==> src/rtl/fft_sched_pkg.sv <==
// Shared types and helpers for the FFT frame scheduler: np encodings, frame
// length lookup and the scheduler state enum.
package fft_sched_pkg;

  localparam logic [1:0] NP_64  = 2'b00;
  localparam logic [1:0] NP_128 = 2'b01;
  localparam logic [1:0] NP_256 = 2'b10;
  localparam logic [1:0] NP_512 = 2'b11;

  typedef enum logic [1:0] {
    S_IDLE  = 2'd0,
    S_DRAIN = 2'd1,
    S_ISSUE = 2'd2
  } state_e;

  function automatic logic [9:0] np_len(input logic [1:0] np);
    case (np)
      NP_64:   return 10'd64;
      NP_128:  return 10'd128;
      NP_256:  return 10'd256;
      default: return 10'd512;
    endcase
  endfunction

endpackage

==> src/rtl/fft_tag_fifo.sv <==
// Synchronous FIFO of {tag, np} records for frames in flight inside the core.
// DEPTH must be a power of two >= 2; push and pop in one cycle are both honoured.
module fft_tag_fifo #(
  parameter int DEPTH = 4,
  parameter int W     = 3
) (
  input  logic         clk,
  input  logic         rst_n,
  input  logic         push,
  input  logic [W-1:0] din,
  input  logic         pop,
  output logic [W-1:0] dout,
  output logic         full,
  output logic         empty
);
  localparam int AW = $clog2(DEPTH);

  logic [W-1:0] mem [DEPTH];
  logic [AW:0]  wr_ptr;
  logic [AW:0]  rd_ptr;

  // Extra pointer MSB distinguishes full from empty when the indices match.
  assign empty = (wr_ptr == rd_ptr);
  assign full  = (wr_ptr[AW] != rd_ptr[AW]) && (wr_ptr[AW-1:0] == rd_ptr[AW-1:0]);
  assign dout  = mem[rd_ptr[AW-1:0]];

  always_ff @(posedge clk) begin
    if (push && !full) mem[wr_ptr[AW-1:0]] <= din;
  end

  always_ff @(posedge clk or negedge rst_n) begin
    if (!rst_n) begin
      wr_ptr <= '0;
      rd_ptr <= '0;
    end else begin
      if (push && !full) wr_ptr <= wr_ptr + 1'b1;
      if (pop && !empty) rd_ptr <= rd_ptr + 1'b1;
    end
  end

endmodule

==> src/rtl/fft_frame_sched.sv <==
// Round-robin whole-frame scheduler sharing one fft_multimode core between two
// requesters; returns each result frame with sop/eop and its owner's tag.
module fft_frame_sched
  import fft_sched_pkg::*;
#(
  parameter int DW        = 16,
  parameter int TAG_DEPTH = 4
) (
  input  logic          clk,
  input  logic          rst_n,
  input  logic [1:0]    req,
  input  logic [3:0]    req_np,
  input  logic [1:0]    req_inv,
  output logic [1:0]    gnt,
  input  logic [1:0]    s_valid,
  output logic [1:0]    s_ready,
  input  logic [2*DW-1:0] s_re,
  input  logic [2*DW-1:0] s_im,
  output logic          fft_valid_in,
  output logic          fft_sop_in,
  output logic [DW-1:0] fft_x_re,
  output logic [DW-1:0] fft_x_im,
  output logic [1:0]    fft_np,
  output logic          fft_inv,
  input  logic          fft_valid_out,
  input  logic          fft_sop_out,
  input  logic [DW-1:0] fft_y_re,
  input  logic [DW-1:0] fft_y_im,
  output logic          m_valid,
  output logic          m_sop,
  output logic          m_eop,
  output logic          m_tag,
  output logic [DW-1:0] m_re,
  output logic [DW-1:0] m_im,
  output logic          busy,
  output logic          underflow_err,
  output logic          sop_err,
  output logic [1:0]    dbg_state
);
  state_e     state, state_nxt;
  logic       cur_g, rr_last;
  logic [8:0] cnt, out_cnt, out_idx;
  logic       win_g, sel_g, lat_g;
  logic [1:0] win_np, sel_np, lat_np;
  logic       win_inv, sel_inv, lat_inv;
  logic       start_issue, start_drain, issue_done, cnt_last;
  logic       fifo_push, fifo_pop, fifo_full, fifo_empty;
  logic [2:0] fifo_dout;
  logic       out_take, out_last;
  logic [DW-1:0] lane_re, lane_im;

  // rr_last is the last granted requester; the other one has priority.
  assign win_g   = rr_last ? ~req[0] : req[1];
  assign win_np  = win_g ? req_np[3:2] : req_np[1:0];
  assign win_inv = req_inv[win_g];
  assign sel_g   = (state == S_DRAIN) ? lat_g   : win_g;
  assign sel_np  = (state == S_DRAIN) ? lat_np  : win_np;
  assign sel_inv = (state == S_DRAIN) ? lat_inv : win_inv;

  assign cnt_last = ({1'b0, cnt} == np_len(fft_np) - 10'd1);
  assign lane_re  = cur_g ? s_re[2*DW-1:DW] : s_re[DW-1:0];
  assign lane_im  = cur_g ? s_im[2*DW-1:DW] : s_im[DW-1:0];

  assign gnt       = (state == S_ISSUE) ? (cur_g ? 2'b10 : 2'b01) : 2'b00;
  assign s_ready   = gnt;
  assign busy      = (state != S_IDLE) || !fifo_empty;
  assign dbg_state = state;

  // valid/ready: a sample moves from requester g to the core on every cycle
  // with s_ready[g]=1; if s_valid[g]=0 then a zero sample is sent instead.
  always_ff @(posedge clk or negedge rst_n) begin
    if (!rst_n) state <= S_IDLE;
    else        state <= state_nxt;
  end

  always_comb begin
    state_nxt   = state;
    start_issue = 1'b0;
    start_drain = 1'b0;
    issue_done  = 1'b0;
    case (state)
      S_IDLE: begin
        if ((|req) && !fifo_full) begin
          if (fifo_empty || (win_np == fft_np && win_inv == fft_inv)) begin
            state_nxt   = S_ISSUE;
            start_issue = 1'b1;
          end else begin
            state_nxt   = S_DRAIN;
            start_drain = 1'b1;
          end
        end
      end
      S_DRAIN: begin
        if (fifo_empty) begin
          state_nxt   = S_ISSUE;
          start_issue = 1'b1;
        end
      end
      S_ISSUE: begin
        if (cnt_last) begin
          state_nxt  = S_IDLE;
          issue_done = 1'b1;
        end
      end
      default: state_nxt = S_IDLE;
    endcase
  end

  always_ff @(posedge clk or negedge rst_n) begin
    if (!rst_n) begin
      cur_g <= 1'b0; rr_last <= 1'b1; cnt <= '0;
      lat_g <= 1'b0; lat_np <= '0; lat_inv <= 1'b0;
      fft_np <= '0; fft_inv <= 1'b0;
      fft_valid_in <= 1'b0; fft_sop_in <= 1'b0;
      fft_x_re <= '0; fft_x_im <= '0;
      underflow_err <= 1'b0;
    end else begin
      if (start_issue) begin
        cur_g   <= sel_g;
        fft_np  <= sel_np;
        fft_inv <= sel_inv;
        cnt     <= '0;
      end else if (state == S_ISSUE) begin
        cnt <= cnt + 1'b1;
      end
      if (start_drain) begin
        lat_g <= win_g; lat_np <= win_np; lat_inv <= win_inv;
      end
      if (issue_done) rr_last <= cur_g;
      fft_valid_in <= (state == S_ISSUE);
      fft_sop_in   <= (state == S_ISSUE) && (cnt == 9'd0);
      fft_x_re     <= ((state == S_ISSUE) && s_valid[cur_g]) ? lane_re : '0;
      fft_x_im     <= ((state == S_ISSUE) && s_valid[cur_g]) ? lane_im : '0;
      if ((state == S_ISSUE) && !s_valid[cur_g]) underflow_err <= 1'b1;
    end
  end

  assign fifo_push = (state == S_ISSUE) && (cnt == 9'd0);

  fft_tag_fifo #(.DEPTH(TAG_DEPTH), .W(3)) u_tag_fifo (
    .clk   (clk),
    .rst_n (rst_n),
    .push  (fifo_push),
    .din   ({cur_g, fft_np}),
    .pop   (fifo_pop),
    .dout  (fifo_dout),
    .full  (fifo_full),
    .empty (fifo_empty)
  );

  // Results are owned by the FIFO head; sop_out restarts the count.
  assign out_take = fft_valid_out && !fifo_empty;
  assign out_idx  = fft_sop_out ? 9'd0 : out_cnt;
  assign out_last = ({1'b0, out_idx} == np_len(fifo_dout[1:0]) - 10'd1);
  assign fifo_pop = out_take && out_last;

  always_ff @(posedge clk or negedge rst_n) begin
    if (!rst_n) begin
      m_valid <= 1'b0; m_sop <= 1'b0; m_eop <= 1'b0; m_tag <= 1'b0;
      m_re <= '0; m_im <= '0; out_cnt <= '0; sop_err <= 1'b0;
    end else begin
      m_valid <= out_take;
      m_sop   <= out_take && fft_sop_out;
      m_eop   <= fifo_pop;
      m_tag   <= out_take ? fifo_dout[2] : 1'b0;
      m_re    <= out_take ? fft_y_re : '0;
      m_im    <= out_take ? fft_y_im : '0;
      if (out_take) out_cnt <= out_last ? 9'd0 : out_idx + 1'b1;
      if (fft_valid_out && fft_sop_out && fifo_empty) sop_err <= 1'b1;
    end
  end

endmodule

==> config.mk <==
export PLATFORM = sky130hd
export DESIGN_NAME = fft_frame_sched
export DESIGN_NICKNAME = d
export VERILOG_FILES = /design/src/rtl/fft_sched_pkg.sv /design/src/rtl/fft_tag_fifo.sv /design/src/rtl/fft_frame_sched.sv
export SDC_FILE = /design/constraint.sdc
export NUM_CORES = 1
export LEC_CHECK = 0
export CAP_MARGIN = 20
export CORE_MARGIN = 3
export CORE_UTILIZATION = 25
export CTS_CLUSTER_DIAMETER = 150
export DETAILED_ROUTE_END_ITERATION = 7
export PLACE_DENSITY_LB_ADDON = 0.1
export SLEW_MARGIN = 20
export SYNTH_ARGS = -nofsm -noshare
export SYNTH_HDL_FRONTEND = slang
export SYNTH_SLANG_ARGS = --single-unit
==> constraint.sdc <==
create_clock -name clk -period 2.8 [get_ports clk]
set_input_delay 0.28 -clock clk [delete_from_list [all_inputs] [get_ports clk]]
set_output_delay 0.28 -clock clk [all_outputs]
set_load 0.02 [all_outputs]
==> flow_summary.yaml <==
outcome:
  status: "finished, final reports clean"
timing:
  slew_headroom_pct: 60.1
  fmax_ghz: 0.402
  hold_viol_final: 0
  worst_slew_pin_slew_ps: 598
  setup_violations: 0
  rsz0062_at_grt: "no"
  period_needed_ps: 2490
  drv_slew: 0
  fin_setup_tns_ps: 0
  fin_crit_sh_pct: 88.8
  fin_skew_ps: 11.4
final_layout:
  final_util_pct: 40.0
  area_growth_pct: 54.2
  drive_gt1_share_pct: 9.90
  final_cell_mix: "190 x clkdlybuf4s50_1, 105 x dfrtp_1, 51 x nor2_1"
  fin_area_sq_um: 8210
  nets: 792
  final_common_cell: "clkdlybuf4s50_1"
  n_antenna_cell: 0
clock_tree:
  cts_root_buf: "clkbuf_16"
  clock_path_buffers: 2
  cts_tree: "built"
  post-cts-setup-buffers: 0
  clkLatencyLatePin_ps: 420
  cts_buffers: 17
  clk_pin_slew_ps: 60
  ctsHtreeMaxLevel: 4
  cts_num_sinks: 119
route:
  routed_wl_mm: 14.9
  routed.top_layer: "met4"
  dr.pass1.iters: 6
  wl_per_cell_microns: 15.6
  met2RoutedLength_mm: 7.11
  vias_per_cell: 4.43
  drtIter0Drc: 184
  drc: 0
  ant_nets: 0
  wl_met3_mm: 1.19
  drt-met1-wl_mm: 6.42
  vias: 4239
synthesis:
  synth-xor-area-share_pct: 2.96
  synth-edff-count: 12
  ys_ff_latch: 119
  synth_top_family_by_area: "simple AND/OR/NAND/NOR gates"
  synthSimpleGateAreaFrac_pct: 16.3
  yosysUniqueCellTypes: 57
  synthAdderAreaFrac_pct: 1.88
  syn_nets: 589
  synth_area_sq_um: 5330
  seq_area_frac_synth_pct: 57.0
  synth-compound-area-share_pct: 8.90
  syn_inst: 471
  syn_avg_cell_area_sq_um: 11.3
  synth_warnings: 0
  ys.flop_type: "dfrtp_1"
  async_flop_share_pct: 89.9
  synthMuxAreaShare_pct: 9.65
worst_setup_path:
  critical_path_buf_inv_count: 1
  worstSetupEndpointType: "primary output"
  cp_max_fo: 4
  critical-path-top-delay-family: "buffers and inverters"
  startpoint_type: "flip-flop"
  cpPeakStageDelay_ps: 560
  critical_path_class: "flip-flop to primary output"
  crit_slowest_cell: "clkdlybuf4s50_1"
  worstPathRequired_ps: 2520
  path_cells: "xnor2_1, and3_1, nand2_1, clkdlybuf4s50_1"
  cp.arrival_ps: 2210
pwr:
  ir_worst_vdd_mv: 0.447
  power_density_nw_per_um2: 908
  p_leak_nw: 3.70
global_routing:
  grt_usage_pct: 13.3
  grt_pass1_wl_mm: 24.5
  grt_pass1_vias: 4499
  grt_max_degree: 43
  grt-ovfl-total: 0
  antenna_found_initial: 0
die:
  num_rows: 52
  fp.coreArea_sq_um: 20600
  ios: 192
  chipHeight_microns: 152
  die-area_sq_um: 23100
  initial_core_util_pct: 25.9
  die_x_microns: 152
place:
  globalplace.congestion: 0.752
  dpl_cell_area_sq_um: 7610
  portBuffers: 191
  dp_hpwl_mm: 10.9
worst_hold_path:
  hold_class: "input pin to async pin"
flow_run:
  drv_cap: 0
cells by family after synthesis:
logic type | after synthesis
buf+inv | 39
mux | 45
flops | 119
xor+xnor | 18
simple gates | 173
compound gates | 69
fa+ha+maj | 8
per-layer routing:
layer	vias up	global-route usage, %
met1	2017	16.1
met5	-	0
met4	0	3.98
met2	144	21.3
li1	2061	-
met3	17	5.89
area by class of cell:
cell class | instances | area, sq um
fill | 2009 | 12300
sequential | 119 | 3040
multi-input combinational | 313 | 2110
timing repair buffer | 213 | 2090
clock buffer | 22 | 474
tap | 270 | 338
clock inverter | 10 | 120
inverter | 10 | 37.5
repair_timing:
| action | CTS | global route |
|---|---|---|
| hold endpoints to repair | 38 | 0 |
| gates resized for setup | 0 | 0 |
| hold buffers | 1 | 0 |
report_power, final:
group          total, mW  internal, mW  switching, mW  leakage, nW
registers           2.46          2.16          0.304         1.51
logic               2.81          1.31           1.49         1.90
clock network       2.19          1.38          0.802        0.287
total               7.46          4.86           2.60         3.70
through the flow:
| step | hold WS [ps] | total power, mW | worst slack (ps) | instances |
|---|---|---|---|---|
| 2_1_floorplan | -15.6 | 4.05 | 614 | 471 |
| 3_3_place_gp | 316 | 5.31 | 104 | 924 |
| 3_5_place_dp | 326 | 5.33 | 35.4 | 924 |
| 4_1_cts | 410 | 7.58 | 315 | 957 |
| 5_1_grt | 427 | 7.94 | 107 | 957 |
| 6_report | 399 | 7.46 | 315 | 957 |
synth_stat cells (2+ instances only):
| cell | instances | area, sq um |
|---|---|---|
| dfrtp_1 | 106 | 2650 |
| nor2_1 | 51 | 191 |
| and3_1 | 39 | 244 |
| mux2i_1 | 33 | 330 |
| nand2_1 | 32 | 120 |
| a21oi_1 | 14 | 70.1 |
| clkbuf_1 | 14 | 52.6 |
| edfxtp_1 | 12 | 360 |
| nand3_1 | 12 | 60.1 |
| o21ai_0 | 11 | 55.1 |
| xnor2_1 | 11 | 96.3 |
| ha_1 | 8 | 100 |
| and2_1 | 7 | 43.8 |
| inv_1 | 7 | 26.3 |
| nand2b_1 | 7 | 43.8 |
| xor2_1 | 7 | 61.3 |
| buf_1 | 6 | 22.5 |
| mux2_2 | 6 | 67.6 |
| nor2b_1 | 6 | 37.5 |
| a21o_1 | 5 | 37.5 |
| o31ai_1 | 5 | 37.5 |
| a41oi_1 | 4 | 35.0 |
| buf_2 | 4 | 20.0 |
| buf_4 | 4 | 30.0 |
| mux4_2 | 4 | 90.1 |
| nand4_1 | 4 | 25.0 |
| nor3_1 | 4 | 20.0 |
| o21ai_1 | 4 | 20.0 |
| o311a_1 | 4 | 40.0 |
| or3_1 | 4 | 25.0 |
| a21boi_0 | 3 | 22.5 |
| clkinv_1 | 3 | 11.3 |
| o21a_1 | 3 | 22.5 |
| a31oi_1 | 2 | 12.5 |
| nor4_1 | 2 | 12.5 |
| o211ai_1 | 2 | 15.0 |
final timing paths:
path / start / to / slack [ps] / depth (start not counted)
worst max-delay path: u_tag_fifo.wr_ptr[2] / busy / 310 / 4
worst min-delay path: rst_n / out_cnt[3] / 400 / 2
worst max register to register: cnt[0] / u_tag_fifo.mem[3][0] / 390 / 6
worst min register to register: sop_err / sop_err / 480 / 1
max in group asynchronous: rst_n / fft_x_re[3] / 1710 / 3
min in group clk: fft_y_re[12] / m_re[12] / 450 / 2
flip-flops by register name, indices dropped and copies added, names as in the netlist, 2 cells and up:
signal	flops
cnt	9
dbg_state	2
fft_np	2
fft_x_im	16
fft_x_re	16
lat_np	2
m_im	16
m_re	16
out_cnt	9
u_tag_fifo.mem	12
u_tag_fifo.rd_ptr	3
u_tag_fifo.wr_ptr	3
Note: power is estimated with default switching activity, not from simulation.
